<file path="src/rtl/game_flow_ctrl.sv">
// Game-flow sequencer: derives the millisecond game clock, runs the start countdown,
// and sequences note_gen through play/pause/finish with abort and timeout handling.
module game_flow_ctrl #(
    parameter int CYCLES_PER_MS = 100_000,
    parameter int COUNTDOWN_MS  = 3000,
    parameter int TIME_MAX_MS   = 180000,
    parameter int TIME_W        = 32
) (
    input  logic              clk,
    input  logic              rst,
    input  logic              i_start,
    input  logic              i_pause,
    input  logic              i_abort,
    input  logic              i_game_end,
    output logic [TIME_W-1:0] o_cur_time,
    output logic              o_note_rst,
    output logic              o_ms_tick,
    output logic [15:0]       o_cd_remain,
    output logic [2:0]        o_state,
    output logic              o_playing,
    output logic              o_done
);
    localparam int PW = $clog2(CYCLES_PER_MS);

    typedef enum logic [2:0] {
        S_IDLE      = 3'd0,
        S_COUNTDOWN = 3'd1,
        S_PLAY      = 3'd2,
        S_PAUSE     = 3'd3,
        S_FINISH    = 3'd4
    } state_t;

    state_t            r_state, w_state_nxt;
    logic [PW-1:0]     r_presc, w_presc_nxt;
    logic [TIME_W-1:0] r_cur_time, w_cur_time_nxt;
    logic [15:0]       r_cd, w_cd_nxt;
    logic              r_tick, w_tick_nxt;
    logic              r_note_rst, r_playing, r_done;
    logic              w_wrap;
    logic [PW-1:0]     w_presc_adv;

    assign w_wrap      = (r_presc == PW'(CYCLES_PER_MS - 1));
    assign w_presc_adv = w_wrap ? '0 : r_presc + PW'(1);

    always_comb begin
        w_state_nxt    = r_state;
        w_presc_nxt    = r_presc;
        w_cur_time_nxt = r_cur_time;
        w_cd_nxt       = r_cd;
        w_tick_nxt     = 1'b0;
        if (i_abort) begin
            w_state_nxt    = S_IDLE;
            w_presc_nxt    = '0;
            w_cur_time_nxt = '0;
            w_cd_nxt       = '0;
        end else begin
            case (r_state)
                S_IDLE, S_FINISH: begin
                    if (i_start) begin
                        w_presc_nxt    = '0;
                        w_cur_time_nxt = '0;
                        if (COUNTDOWN_MS == 0) begin
                            w_state_nxt = S_PLAY;
                            w_cd_nxt    = '0;
                        end else begin
                            w_state_nxt = S_COUNTDOWN;
                            w_cd_nxt    = 16'(COUNTDOWN_MS);
                        end
                    end
                end
                S_COUNTDOWN: begin
                    w_presc_nxt = w_presc_adv;
                    if (w_wrap) begin
                        w_tick_nxt = 1'b1;
                        w_cd_nxt   = r_cd - 16'd1;
                        if (r_cd == 16'd1)
                            w_state_nxt = S_PLAY;
                    end
                end
                S_PLAY: begin
                    // game end and timeout both freeze the clock on the finishing cycle
                    if (i_game_end || (r_cur_time == TIME_W'(TIME_MAX_MS))) begin
                        w_state_nxt = S_FINISH;
                    end else begin
                        w_presc_nxt = w_presc_adv;
                        if (w_wrap) begin
                            w_tick_nxt     = 1'b1;
                            w_cur_time_nxt = r_cur_time + TIME_W'(1);
                        end
                        if (i_pause)
                            w_state_nxt = S_PAUSE;
                    end
                end
                S_PAUSE: begin
                    if (i_pause)
                        w_state_nxt = S_PLAY;
                end
                default: w_state_nxt = S_IDLE;
            endcase
        end
    end

    always_ff @(posedge clk) begin
        if (!rst) begin
            r_state    <= S_IDLE;
            r_presc    <= '0;
            r_cur_time <= '0;
            r_cd       <= '0;
            r_tick     <= 1'b0;
            r_note_rst <= 1'b1;
            r_playing  <= 1'b0;
            r_done     <= 1'b0;
        end else begin
            r_state    <= w_state_nxt;
            r_presc    <= w_presc_nxt;
            r_cur_time <= w_cur_time_nxt;
            r_cd       <= w_cd_nxt;
            r_tick     <= w_tick_nxt;
            r_note_rst <= !((w_state_nxt == S_PLAY) || (w_state_nxt == S_PAUSE));
            r_playing  <= (w_state_nxt == S_PLAY);
            r_done     <= (w_state_nxt == S_FINISH);
        end
    end

    assign o_state     = r_state;
    assign o_cur_time  = r_cur_time;
    assign o_cd_remain = r_cd;
    assign o_ms_tick   = r_tick;
    assign o_note_rst  = r_note_rst;
    assign o_playing   = r_playing;
    assign o_done      = r_done;
endmodule
</file>
<file path="config.mk">
export PLATFORM = sky130hd
export DESIGN_NAME = game_flow_ctrl
export DESIGN_NICKNAME = d
export VERILOG_FILES = /design/src/rtl/game_flow_ctrl.sv
export SDC_FILE = /design/constraint.sdc
export NUM_CORES = 1
export LEC_CHECK = 0
export BUFFER_PORTS_ARGS = -buffer_cell sky130_fd_sc_hd__clkbuf_2
export CAP_MARGIN = 5
export CORE_MARGIN = 2
export CORE_UTILIZATION = 50
export CTS_CLUSTER_DIAMETER = 80
export DETAILED_ROUTE_END_ITERATION = 8
export PLACE_DENSITY = 0.72
export SYNTH_ARGS = -nofsm -noshare
export SYNTH_HDL_FRONTEND = slang
export SYNTH_SLANG_ARGS = --single-unit
</file>
<file path="constraint.sdc">
create_clock -name clk -period 5.2 [get_ports clk]
set_input_delay 0.52 -clock clk [delete_from_list [all_inputs] [get_ports clk]]
set_output_delay 0.52 -clock clk [all_outputs]
set_load 0.01 [all_outputs]
</file>
# After elaboration in Yosys (flattened, before gate mapping)
# Cells that the tools add are included.
op_classes:
  n_addsub: 3
  eq_ne: 14
  n_mux: 22
  bitwise: 1
  reduce_logical: 12
op_table:
  columns: ["op", "n"]
  rows:
  - ["32-bit 2-to-1 mux", 3]
  - ["32-bit one-hot mux with 2 select lines", 1]
  - ["17-bit 2-to-1 mux", 3]
  - ["17-bit one-hot mux with 3 select lines", 1]
  - ["32-bit by 1-bit adder with 32-bit output (second input constant)", 1]
  - ["32-bit by 18-bit == test with 1-bit output (second input constant)", 1]
  - ["16-bit 2-to-1 mux", 2]
  - ["16-bit one-hot mux with 2 select lines", 1]
  - ["3-bit 2-to-1 mux", 7]
  - ["17-bit by 1-bit adder with 17-bit output (second input constant)", 1]
  - ["17-bit == test (second input constant)", 1]
  - ["16-bit by 1-bit == test with 1-bit output (second input constant)", 1]
  - ["16-bit by 1-bit subtractor with 16-bit output (second input constant)", 1]
  - ["3-bit by 2-bit == test with 1-bit output (second input constant)", 4]
  - ["3-bit one-hot mux with 4 select lines", 1]
  - ["2-bit inequality test (second input constant)", 4]
  - ["3-bit == test (second input constant)", 2]
  - ["3-bit AND reduction", 2]
  - ["4-bit AND reduction", 1]
  - ["2-bit nonzero test", 2]
  - ["2-bit OR reduction", 2]
  - ["3-bit by 1-bit == test with 1-bit output (second input constant)", 1]
  - ["3-bit logical NOT", 1]
  - ["3-bit nonzero test", 1]
  - ["other kinds (5)", 7]
totals:
  regBits: 72
  in_bits: 6
  output_inout_bits: 55
  wordCells: 60

# Logic depth before layout (Yosys ltp)
depth:
  depth_word: 8
  depth_mapped: 9
  mapped_depth_nobuf: 8

# Worst setup path before layout
# Ideal clock, no wire load.
synth_path:
  path_type: "flip-flop to flip-flop"
  from: "reg r_cur_time[0] (netlist: o_cur_time[0])"
  to: "reg r_cur_time[25] (netlist: o_cur_time[25])"
  setup_time_ps: 71
  t_arrival_ps: 2262
  required_ps: 5129
  slack_ps: 2867
  stages_incl_launch_ff: 10
  path_buffers: 1
  synth_period_minus_slack_ps: 2333
  cell_sequence: "dfxtp_1 > inv_1 > ha_1 > nor4b_1 > and4_1 > a31o_2 > a21o_1 > clkbuf_1 > or4_1 > a21oi_1"
synth_via:
  elab_chain_len: 4
  word_cells_on_any_way: 8
  classes_between: "add/sub (1); eq/ne (2); mux (3); reduce/logical (2)"
synth_rtl:
  columns: ["item", "line", "text"]
  rows:
  - ["start, declared", "35", "logic [TIME_W-1:0] r_cur_time, w_cur_time_nxt;"]
  - ["start signal, assigned", "116", "r_cur_time <= w_cur_time_nxt;"]
  - ["32-bit by 1-bit adder with 32-bit output / 32-bit by 18-bit == test with 1-bit output (equally long branches)", "88, 82", null]
  - ["32-bit 2-to-1 mux / 1-bit logical OR (equally long branches)", "86, 82", null]
  - ["32-bit 2-to-1 mux / 2-bit inequality test (equally long branches)", null, null]
  - ["32-bit one-hot mux with 2 select lines / 4-bit AND reduction (equally long branches)", null, null]
# Several ways; a longest one is shown, not always the timed one. The select of a mux whose other input is x is not followed.
# A chain may end at the register's enable or synchronous reset.

# Worst setup path after layout
layout_path:
  from: "reg r_state[1] (netlist: o_state[1])"
  to: "reg r_cur_time[9] (netlist: o_cur_time[9])"
layout_via:
  elab_chain_len: 4
  word_cells_on_any_way: 10
  classes_between: "eq/ne (5); mux (1); reduce/logical (4)"
layout_rtl:
  columns: ["item", "line", "text"]
  rows:
  - ["start, declared", "33", "state_t r_state, w_state_nxt;"]
  - ["start signal, assigned", "114", "r_state <= w_state_nxt;"]
  - ["3-bit == test / 3-bit logical NOT (equally long branches)", "57", "case (r_state)"]
  - ["2-bit OR reduction", "57", null]
  - ["2-bit inequality test (no line) / 2-bit nonzero test (equally long branches)", null, null]
  - ["4-bit AND reduction (no line)", null, null]
# Several ways; a longest one is shown, not always the timed one.

==> run_results.csv <==
group,metric,value,unit
final_layout,stdcell_area,4330,µm²
final_layout,filler_cell_count,684,
routing,ant_nets,0,
synthesis,syn_area_per_cell,8.20,µm²
synthesis,ys_seq_elements,72,
setup_path,cp_top_family,"compound AO/OA/AOI/OAI gates",
timing,post-route-min-period,3.13,ns
synthesis,ys_types,52,
routing,viasPerCell,5.88,
synthesis,yosys_most_used_dff,"dfxtp_1",
pwr,power.leakage,1.59,nW
flow_run,cap_viol_max_count,0,
floorplan,start_util,51.9,%
clock_network,cts_buffers,9,
setup_path,rrSetupSlack,2.07,ns
clock_network,cts.sinks,72,
synthesis,yosysTopAreaCellShare,38.3,%
place,placed_area,4130,µm²
synthesis,synth_top_area_cell,"dfxtp_1",
timing,min_period_over_period,60.2,%
place,dp_hpwl,6750,µm
outcome,status,"finished clean",
final_layout,layout_commonest_cell,"dfxtp_1",
timing,hold_viol_final,0,
routing,wl_per_cell,15.3,µm
timing,skew,0.00999,ns
timing,relSlewSlack,21.5,%
pwr,switchingPower,0.294,mW
place,dp_slack,2.16,ns
synthesis,synth_cells,459,
setup_path,crit_path_start_kind,"flop",
clock_network,tritoncts,"built",
setup_path,cp-startpoint,"o_state[1]",
timing,setup_slack,2.07,ns
clock_network,ctsHoldBuffers,0,
place,dp_cells,602,
final_layout,num_antenna_cells,0,
pwr,powerDensity,255,nW/µm²
clock_network,clockBufferDepth,2,
setup_path,worstReg2RegStart,"o_state[1]",
floorplan,row_count,31,
pwr,netSwitchingFraction,26.6,%
setup_path,crit_chain,"inv_1 > nor3_4 > a31oi_1 > a2111oi_2 > a21oi_1 > a31o_2",
synthesis,syn-num-nets,470,
setup_path,setup.worst_path.end,"o_cur_time[9]",
setup_path,slowest_stage,"a2111oi_2",
pwr,finalPower,1.11,mW
clock_network,clockRootBuffer,"clkbuf_8",
timing,drv_slew,0,
setup_path,r2r_cells,6,
pwr,pwr-share-seq,51.1,%
synthesis,synth_edf_count,0,
timing,max_freq,319,MHz
final_layout,layout_common_cells,"72 x dfxtp_1, 60 x clkbuf_2, 51 x nor2_1",
routing,dr_total_vias,3631,
final_layout,area_growth,15.1,%
grt,track_usage,23.6,%
setup_path,crit_required,5.45,ns
setup_path,cp_max_fo,15,
floorplan,die_x,90.7,µm
synthesis,synth_area_leaders,"dfxtp_1 38%, nor2_1 5.1%, a21oi_1 4.4%",
grt,grt_overflow,0,
floorplan,die_y,90.7,µm
routing,route.detailed.drc,0,
clock_network,clk-insertion-delay-late,0.36,ns
grt,grt_max_degree,34,
routing,first_iter_violations,270,
setup_path,end_kind,"flop",
setup_path,worstPathArrival,3.38,ns
setup_path,cp_num_cells,6,
min_path,min_from,"i_abort",
final_layout,final_cells,618,
min_path,whs_path_depth,2,
grt,antenna_found_initial,0,
final_layout,drive_gt1_share,18.7,%
floorplan,design.core.area,7250,µm²
timing,tns,0,ns
synthesis,synth_async_sr_flop_share,0,%
timing,rsz0062_at_grt,"no",
clock_network,cts.reportedPaths.clkPinSlew,0.09,ns
pwr,p_clk_share,41.2,%
timing,setup_violations,0,
synthesis,syn-cell-area,3760,µm²
setup_path,crit_type,"reg -> reg",
final_layout,fin_nets,525,
setup_path,timing.critical_path.buf_inv,1,
pwr,max-vdd-ir-drop,0.146,mV
routing,drt_pass1_iterations,5,
clock_network,cts_resized,0,
clock_network,cts_htree_levels,3,
grt,grt_pass1_vias,3313,
pwr,cell_internal_pwr,0.812,mW
setup_path,crit_path_max_incr_delay,1.13,ns
pwr,combPwrFrac,7.7,%
timing,tightest_slew,1.17,ns
clock_network,cts_post_setup_buffers_inserted,0,
floorplan,ioPinCount,61,
place,gp_congestion,0.839,
synthesis,yosys_warnings,0,
setup_path,crit-reg2reg-capture,"o_cur_time[9]",
place,io_buffers,60,
routing,routed_wl,9450,µm
grt,grt_pass1_wl,15900,µm
min_path,hold_path.class,"in -> reg",
floorplan,die-area,8230,µm²
synthesis,seq_area_frac_synth,38.3,%
synth_stat cells (6+ instances only):
master,n
nor4_1,6
nand4_1,12
clkbuf_1,14
a21oi_1,33
nand2_1,38
dfxtp_1,72
or4_1,6
xor2_1,11
and3_1,8
xnor2_1,13
or3_1,18
a211oi_1,6
a31oi_1,10
inv_1,8
o21ai_0,22
and4_1,6
nor2_1,51
nor3_1,14
nand3_1,32
o31ai_1,7
power groups by stage:
| stage | Combinational, mW | Clock, mW | Sequential (mW) |
|---|---|---|---|
| 2_1_floorplan | 0.0604 | 0 | 0.579 |
| 3_5_place_dp | 0.0847 | 0 | 0.578 |
| 3_3_place_gp | 0.0837 | 0 | 0.578 |
| 5_1_grt | 0.0941 | 0.490 | 0.566 |
| 6_report | 0.0854 | 0.456 | 0.565 |
| 4_1_cts | 0.0851 | 0.464 | 0.565 |
metal layers:
metal  track usage (%)  vias to the layer above  share of wire, %
li1                  -                     1808                 -
met2              36.2                      112                45
met4              8.33                        0               1.6
met1              32.6                     1697                47
met5                 0                        -                 0
met3              5.26                       14               6.1
sequential cells by signal, summed over array words and instances, names as in the netlist:
register	flops
o_cur_time	32
r_presc	17
o_cd_remain	16
o_state	3
o_done	1
o_ms_tick	1
o_note_rst	1
o_playing	1
cells by family (layout without fill, tap and decap cells):
logic type / count (synthesis) / after routing / share of synthesized area [%]
flops: 72 / 72 / 38.3
mux: 6 / 6 / 1.63
compound gates: 101 / 101 / 17.4
simple gates: 223 / 223 / 32.1
xor+xnor: 24 / 24 / 5.59
fa+ha+maj: 5 / 5 / 1.66
buf+inv: 28 / 88 / 3.33
worst min-delay path by stage:
| stage | to | slack, ns |
|---|---|---|
| 6_report | o_playing | 0.40 |
| 5_1_grt | o_playing | 0.40 |
| 4_1_cts | o_playing | 0.39 |
| 3_5_place_dp | r_presc[10] | 0.45 |
| 3_3_place_gp | r_presc[10] | 0.45 |
| 2_1_floorplan | r_presc[10] | 0.43 |
area by class of cell:
cell class	instances	area (µm²)	area share (%)
multi-input combinational	359	2200	50.9
clock inverter	7	78.8	1.82
timing repair buffer	64	330	7.63
clock buffer	9	124	2.86
inverter	8	30.0	0.693
sequential	72	1440	33.3
tap	99	124	2.86
per-stage QoR:
stage / hold WS (ns) / utilization, %
4_1_cts: 0.390 / 59.7
5_1_grt: 0.396 / 59.7
6_report: 0.401 / 59.7
3_5_place_dp: 0.451 / 56.9
2_1_floorplan: 0.428 / -
3_3_place_gp: 0.452 / 56.9
No activity file was read; power rests on OpenSTA's default activity.
